## config.mk

```make
export PLATFORM = sky130hd
export DESIGN_NAME = pipe_stage_reg
export DESIGN_NICKNAME = d
export VERILOG_FILES = /design/src/rtl/pipe_pkg.sv /design/src/rtl/pipe_sat_cnt.sv /design/src/rtl/pipe_stage_reg.sv
export SDC_FILE = /design/constraint.sdc
export NUM_CORES = 1
export LEC_CHECK = 0
export BUFFER_PORTS_ARGS = -buffer_cell sky130_fd_sc_hd__buf_2
export CAP_MARGIN = 10
export CORE_ASPECT_RATIO = 1.5
export CORE_MARGIN = 8
export CORE_UTILIZATION = 50
export DETAILED_ROUTE_END_ITERATION = 16
export PLACE_DENSITY = 0.75
export SLEW_MARGIN = 40
export SYNTH_ARGS = -nofsm -noshare
export SYNTH_HDL_FRONTEND = slang
export SYNTH_SLANG_ARGS = --single-unit
```

## constraint.sdc

```tcl
create_clock -name clk_i -period 4.15 [get_ports clk_i]
set_input_delay 1.245 -clock clk_i [delete_from_list [all_inputs] [get_ports clk_i]]
set_output_delay 1.245 -clock clk_i [all_outputs]
set_load 0.05 [all_outputs]
```

## src/rtl/pipe_pkg.sv

```systemverilog
// Shared types and constants for the generic inter-stage pipeline register.
package pipe_pkg;

  localparam int unsigned PIPE_STAT_CNT_W = 16;

  typedef enum logic [1:0] {
    ST_EMPTY = 2'd0,
    ST_ONE   = 2'd1,
    ST_FULL  = 2'd2
  } pipe_state_e;

endpackage

```

## src/rtl/pipe_sat_cnt.sv

```systemverilog
// Saturating up-counter with enable; sticks at all-ones until reset.
module pipe_sat_cnt #(
  parameter int unsigned Width = 16
) (
  input  logic             clk_i,
  input  logic             rst_i,
  input  logic             en_i,
  output logic [Width-1:0] cnt_o
);

  logic [Width-1:0] cnt_q, cnt_d;

  always_comb begin
    cnt_d = cnt_q;
    if (en_i && (cnt_q != '1)) begin
      cnt_d = cnt_q + Width'(1);
    end
  end

  always_ff @(posedge clk_i or posedge rst_i) begin
    if (rst_i) begin
      cnt_q <= '0;
    end else begin
      cnt_q <= cnt_d;
    end
  end

  assign cnt_o = cnt_q;

endmodule

```

## src/rtl/pipe_stage_reg.sv

```systemverilog
// Generic pipeline stage register: valid/ready handshake, 2-entry skid, stall hold, flush.
// Optional stall/flush statistics counters are enabled with `define PIPE_STAGE_STATS_EN.
module pipe_stage_reg
  import pipe_pkg::*;
#(
  parameter int unsigned       DATA_W      = 32,
  parameter int unsigned       CTRL_W      = 8,
  parameter logic [CTRL_W-1:0] BUBBLE_CTRL = '0
) (
  input  logic              clk_i,
  input  logic              rst_i,
  input  logic              flush_i,
  input  logic              in_valid_i,
  output logic              in_ready_o,
  input  logic [CTRL_W-1:0] in_ctrl_i,
  input  logic [DATA_W-1:0] in_data_i,
  output logic              out_valid_o,
  input  logic              out_ready_i,
  output logic [CTRL_W-1:0] out_ctrl_o,
  output logic [DATA_W-1:0] out_data_o
`ifdef PIPE_STAGE_STATS_EN
  ,
  output logic [PIPE_STAT_CNT_W-1:0] stall_cnt_o,
  output logic [PIPE_STAT_CNT_W-1:0] flush_cnt_o
`endif
);

  pipe_state_e       state_q, state_d;
  logic              in_ready_q;
  logic [CTRL_W-1:0] main_ctrl_q, skid_ctrl_q;
  logic [DATA_W-1:0] main_data_q, skid_data_q;
  logic              accept, take;
  logic              load_main, load_skid, main_from_skid;

  assign accept = in_valid_i & in_ready_q;
  assign take   = out_valid_o & out_ready_i;

  always_comb begin
    state_d        = state_q;
    load_main      = 1'b0;
    load_skid      = 1'b0;
    main_from_skid = 1'b0;
    if (flush_i) begin
      state_d = ST_EMPTY;
    end else begin
      unique case (state_q)
        ST_EMPTY: begin
          if (accept) begin
            state_d   = ST_ONE;
            load_main = 1'b1;
          end
        end
        ST_ONE: begin
          if (accept && take) begin
            load_main = 1'b1;
          end else if (accept) begin
            state_d   = ST_FULL;
            load_skid = 1'b1;
          end else if (take) begin
            state_d = ST_EMPTY;
          end
        end
        ST_FULL: begin
          if (take) begin
            state_d        = ST_ONE;
            main_from_skid = 1'b1;
          end
        end
        default: state_d = ST_EMPTY;
      endcase
    end
  end

  always_ff @(posedge clk_i or posedge rst_i) begin
    if (rst_i) begin
      state_q    <= ST_EMPTY;
      in_ready_q <= 1'b1;
    end else begin
      state_q    <= state_d;
      in_ready_q <= (state_d != ST_FULL);
    end
  end

  // Main keeps its contents after the entry leaves so out_data_o holds while invalid.
  always_ff @(posedge clk_i or posedge rst_i) begin
    if (rst_i) begin
      main_ctrl_q <= '0;
      main_data_q <= '0;
    end else if (load_main) begin
      main_ctrl_q <= in_ctrl_i;
      main_data_q <= in_data_i;
    end else if (main_from_skid) begin
      main_ctrl_q <= skid_ctrl_q;
      main_data_q <= skid_data_q;
    end
  end

  always_ff @(posedge clk_i or posedge rst_i) begin
    if (rst_i) begin
      skid_ctrl_q <= '0;
      skid_data_q <= '0;
    end else if (load_skid) begin
      skid_ctrl_q <= in_ctrl_i;
      skid_data_q <= in_data_i;
    end
  end

  assign in_ready_o  = in_ready_q;
  assign out_valid_o = (state_q != ST_EMPTY);
  assign out_ctrl_o  = out_valid_o ? main_ctrl_q : BUBBLE_CTRL;
  assign out_data_o  = main_data_q;

`ifdef PIPE_STAGE_STATS_EN
  logic stall_en, flush_kill_en;

  assign stall_en      = out_valid_o & ~out_ready_i;
  assign flush_kill_en = flush_i & (state_q != ST_EMPTY);

  pipe_sat_cnt #(
    .Width (PIPE_STAT_CNT_W)
  ) u_stall_cnt (
    .clk_i (clk_i),
    .rst_i (rst_i),
    .en_i  (stall_en),
    .cnt_o (stall_cnt_o)
  );

  pipe_sat_cnt #(
    .Width (PIPE_STAT_CNT_W)
  ) u_flush_cnt (
    .clk_i (clk_i),
    .rst_i (rst_i),
    .en_i  (flush_kill_en),
    .cnt_o (flush_cnt_o)
  );
`else
  // Statistics build option disabled: no counters.
`endif

endmodule
```

After elaboration in Yosys (flattened, before gate mapping)
Index checks and enable logic that the tools add are counted.

storage, ports and cells
  register bits = 83
  word-level logic and storage cells = 37

cells by class
  multiplexer cells = 22
  reductions and logical operators = 4
  bitwise gates (word level) = 2
  eq/ne operators = 3

operators with widths
  operator                                        count
  2-to-1 mux 32 bit                               2
  2-to-1 mux 8 bit                                3
  2-to-1 mux 2 bit                                6
  2-to-1 mux 1 bit                                9
  case mux 2 bit (3 select lines)                 1
  nonzero test 2 bit                              2
  bitwise AND 1 bit                               2
  == test 2 x 1 -> 1 bit (second input constant)  1
  == test 2 bit (second input constant)           1
  logical NOT 2 bit                               1
  != test 2 bit (second input constant)           1
  case mux 1 bit (2 select lines)                 1
  logical AND 1 bit                               1

Longest topological paths before layout
  depth in word-level cells = 8
  mapped depth = 4
  gate-level depth less buffers = 3

Worst setup path after synthesis
No wires, ideal clock.

  path type = register to output
  from = reg state_q[1]
  to = out out_ctrl_o[0]
  path buffers = 0
  slack = 1681 ps
  stages on the path, launching flop included = 3
  arrival = 1224 ps
  data required time = 2905 ps
  cells stage by stage = dfrtp_1 nor2_1 nor2b_1

on the way
  longest elaborated chain between the ends = 2

ends and longest elaborated chain
  what                    RTL line               text
  from (decl)             pipe_stage_reg.sv:28   pipe_state_e state_q, state_d;
  from (signal assigned)  pipe_stage_reg.sv:79   state_q <= state_d;
  nonzero test 2 bit      pipe_stage_reg.sv:109  assign out_valid_o = (state_q != ST_EMPTY);
  2-to-1 mux 8 bit        pipe_stage_reg.sv:110  assign out_ctrl_o = out_valid_o ? main_ctrl_q : BUBBLE_CTRL;
  to (decl)               pipe_stage_reg.sv:19   output logic [CTRL_W-1:0] out_ctrl_o,

No other way between the ends.

Final worst setup path
  from = reg state_q[1]
  to = out out_ctrl_o[7]

Same word-level chain as after synthesis.

==> results.md <==
- Number of maximum-capacitance violations: 0
- FF-to-FF path depth: 3
- Worst Skew: 0.00670 ns
- Hold Violations, Final: 0
- Hold Path Class: flip-flop to flip-flop
- Pin count of the biggest net entering global routing: 58
- Worst-case headroom to the max-slew limit: 0.542
- Detailed-routing iteration count for the pre-antenna-repair pass: 4
- IR Drop Worst-Case VDD: 0.307 mV
- Std-Cell Rows: 38
- Clock tree sinks: 83
- Total Nets Final: 374
- Number of distinct library cell variants in the gate-level netlist after synthesis: 20
- Clock Pin Slew Worst Setup and Hold Paths: 0.08 ns
- Worst skew pair latency: 0.35 ns
- Max Fclk: 0.335 GHz
- Top cell type's share of synthesized area: 0.550
- Wire per inst: 16.4 um
- Sequential share of the synthesized area: 0.557
- R2R setup slack: 2.14 ns
- Cts bufs inserted: 9
- Maximum clock insertion buffer count: 2
- Initial Utilization: 0.516
- Final number of max-transition violations: 0
- Number of H-tree branching levels: 3
- Kind of end point of the critical path: output pin
- Synthesized area: 3730 um2
- Die area: 10500 um2
- Cells taking the most area after synthesis: sky130_fd_sc_hd__dfrtp_1 (55%), sky130_fd_sc_hd__mux2_2 (30%), sky130_fd_sc_hd__mux2_4 (4.8%)
- Antenna cells: 0
- Most used cells in the layout excluding fill and tap cells: sky130_fd_sc_hd__mux2_2 (98), sky130_fd_sc_hd__buf_2 (86), sky130_fd_sc_hd__dfrtp_1 (82)
- Chip Width: 86.5 um
- Power density of the placed cells: 543 nW/um2
- Remaining global-route overflow: 0
- Startpoint of the worst-slack reg-to-reg timing path: state_q[0]
- FF-to-FF End: out_data_o[0]
- Post-cts resize count: 0
- Static Leak: 2.10 nW
- DRC violations left: 0
- Count of final setup violators: 0
- Yosys synthesis warning count: 0
- Floorplan die height: 122 um
- I/O pins: 87
- Routed via count: 2172
- Final worst-path cycle share: 0.719
- CP Data Arrival Time: 1.74 ns
- Transition at the pin with the smallest max-transition slack: 0.685 ns
- Post-synthesis to final-layout area growth: 18.8%
- Weighted congestion reported at the end of routability-driven placement: 0.722
- Estimated wirelength of the detail-placed design: 4.95 mm
- Number of global-route vias before repair: 2349
- Total routing usage reported by global routing: 0.143
- Count of state elements after synthesis: 83
- Crit Path Class: flip-flop to output pin
- Clock period minus final worst setup slack: 2.98 ns
- Cell taking the most area after synthesis: sky130_fd_sc_hd__dfrtp_1
- Vias per std cell: 5.00
- Crit Path Max Fanout: 9
- Type of element launching the critical path: flip-flop
- Detail Route Antenna Nets: 0
- Number of antenna violations at the first check in global routing: 0
- Input/output buffers: 86
- Synthesized netlist cell count: 241
- Last element of the critical path: out_ctrl_o[7]
- Placed insts: 418
- Status: finished clean
- Most common library cell in the layout ignoring fill and taps: sky130_fd_sc_hd__mux2_2
- Worst Setup SP: state_q[1]
- Worst hold path cell count: 1
- Core area: 7230 um2
- Root buffer selected by CTS: sky130_fd_sc_hd__clkbuf_8
- Fraction of final layout cells with drive strength greater than 1: 0.662
- Wire length of the first global-routing pass: 11.6 mm
- Mean instance size in the synthesized netlist: 15.5 um2
- CTS tree: yes
- Aggregate negative setup slack: 0 ns
- Data required time of the worst path: 2.90 ns
- Number of nets produced by synthesis: 286
- Buffers inserted by post-CTS timing repair: 0
- Number of DRC markers after the initial detailed-route iteration: 84
- Number of buffers added to fix hold violations after cts: 0
- Sum of routed wire length over all layers: 7.10 mm
- Unrepaired setup endpoints after global routing: false
- Number of non-filler instances in the completed layout: 434
-- registers in the layout, summed over array words and instances (netlist names) --
name and flops:
out_data_o 32, in_ready_o 1, skid_data_q 32, skid_ctrl_q 8
main_ctrl_q 8, state_q 2
-- cell type report --
type	instances	area [um2]
clock buffers	10	138
clock inverters	6	55.1
fillers	606	2800
inverters	4	20.0
multi-input cells	142	1560
flip-flops and latches	83	2080
well taps	100	125
repair buffers	89	453
-- synth_stat cells --
library cell and count:
sky130_fd_sc_hd__mux2_2 98, sky130_fd_sc_hd__dfrtp_1 82, sky130_fd_sc_hd__mux2_4 12, sky130_fd_sc_hd__mux2_1 10
sky130_fd_sc_hd__nor2b_1 8, sky130_fd_sc_hd__buf_2 6, sky130_fd_sc_hd__buf_6 4, sky130_fd_sc_hd__inv_1 4
sky130_fd_sc_hd__nand2_1 3, sky130_fd_sc_hd__a211oi_1 2, sky130_fd_sc_hd__buf_4 2, sky130_fd_sc_hd__nand2b_1 2
sky130_fd_sc_hd__a211o_1 1, sky130_fd_sc_hd__a21oi_1 1, sky130_fd_sc_hd__and4bb_2 1, sky130_fd_sc_hd__and4bb_4 1
sky130_fd_sc_hd__dfstp_2 1, sky130_fd_sc_hd__nor2_1 1, sky130_fd_sc_hd__or3_1 1, sky130_fd_sc_hd__xnor2_1 1
-- logic make-up (layout without fill, tap and decap cells) --
family / count (synthesis) / in the layout / synth area share
multiplexers: 120 / 120 / 0.374
flip-flops: 83 / 83 / 0.557
AND/OR/NAND/NOR: 17 / 17 / 0.0302
buffers and inverters: 16 / 109 / 0.0282
AO/OA/AOI/OAI: 4 / 4 / 0.00771
XOR/XNOR: 1 / 1 / 0.00235
-- layer usage --
layer  global-route usage  share of wire  vias up
li1                     -              -     1030
met5                    0              0        -
met3               0.0486          0.047        9
met2                0.231           0.50       50
met4               0.0584          0.016        0
met1                0.170           0.43     1083
-- worst max-delay path, stage by stage, from the launching register on --
cell and delay, ns:
sky130_fd_sc_hd__dfrtp_1 0.44, sky130_fd_sc_hd__nor2_1 0.57, sky130_fd_sc_hd__nor2b_1 0.13, sky130_fd_sc_hd__buf_2 0.25
-- where the power goes --
group          switching (mW)  internal (mW)
registers              0.0959           1.01
logic                   0.430          0.306
clock network           0.273          0.289
-- per-stage QoR --
stage / setup WS (ns) / util / hold WS, ns / power [mW] / area [um2]
floorplan: 0.770 / - / 0.459 / 1.69 / 3730
global placement: 1.07 / 0.584 / 0.469 / 1.85 / 4220
detailed placement: 1.02 / 0.586 / 0.482 / 1.87 / 4230
CTS: 1.11 / 0.612 / 0.499 / 2.44 / 4430
global route: 1.05 / 0.613 / 0.518 / 2.53 / 4430
finish: 1.17 / 0.613 / 0.494 / 2.41 / 4430
-- how the worst min path moves through the flow --
stage                              start        endpoint  slack, ns
after floorplan           skid_data_q[2]  skid_data_q[2]       0.46
after global placement    skid_data_q[2]  skid_data_q[2]       0.47
after detailed placement  skid_data_q[3]  skid_data_q[3]       0.48
after CTS                 skid_data_q[4]  skid_data_q[4]       0.50
after global routing      skid_data_q[4]  skid_data_q[4]       0.52
final                     skid_data_q[3]  skid_data_q[3]       0.49
Note: power is estimated with default switching activity, not from simulation.
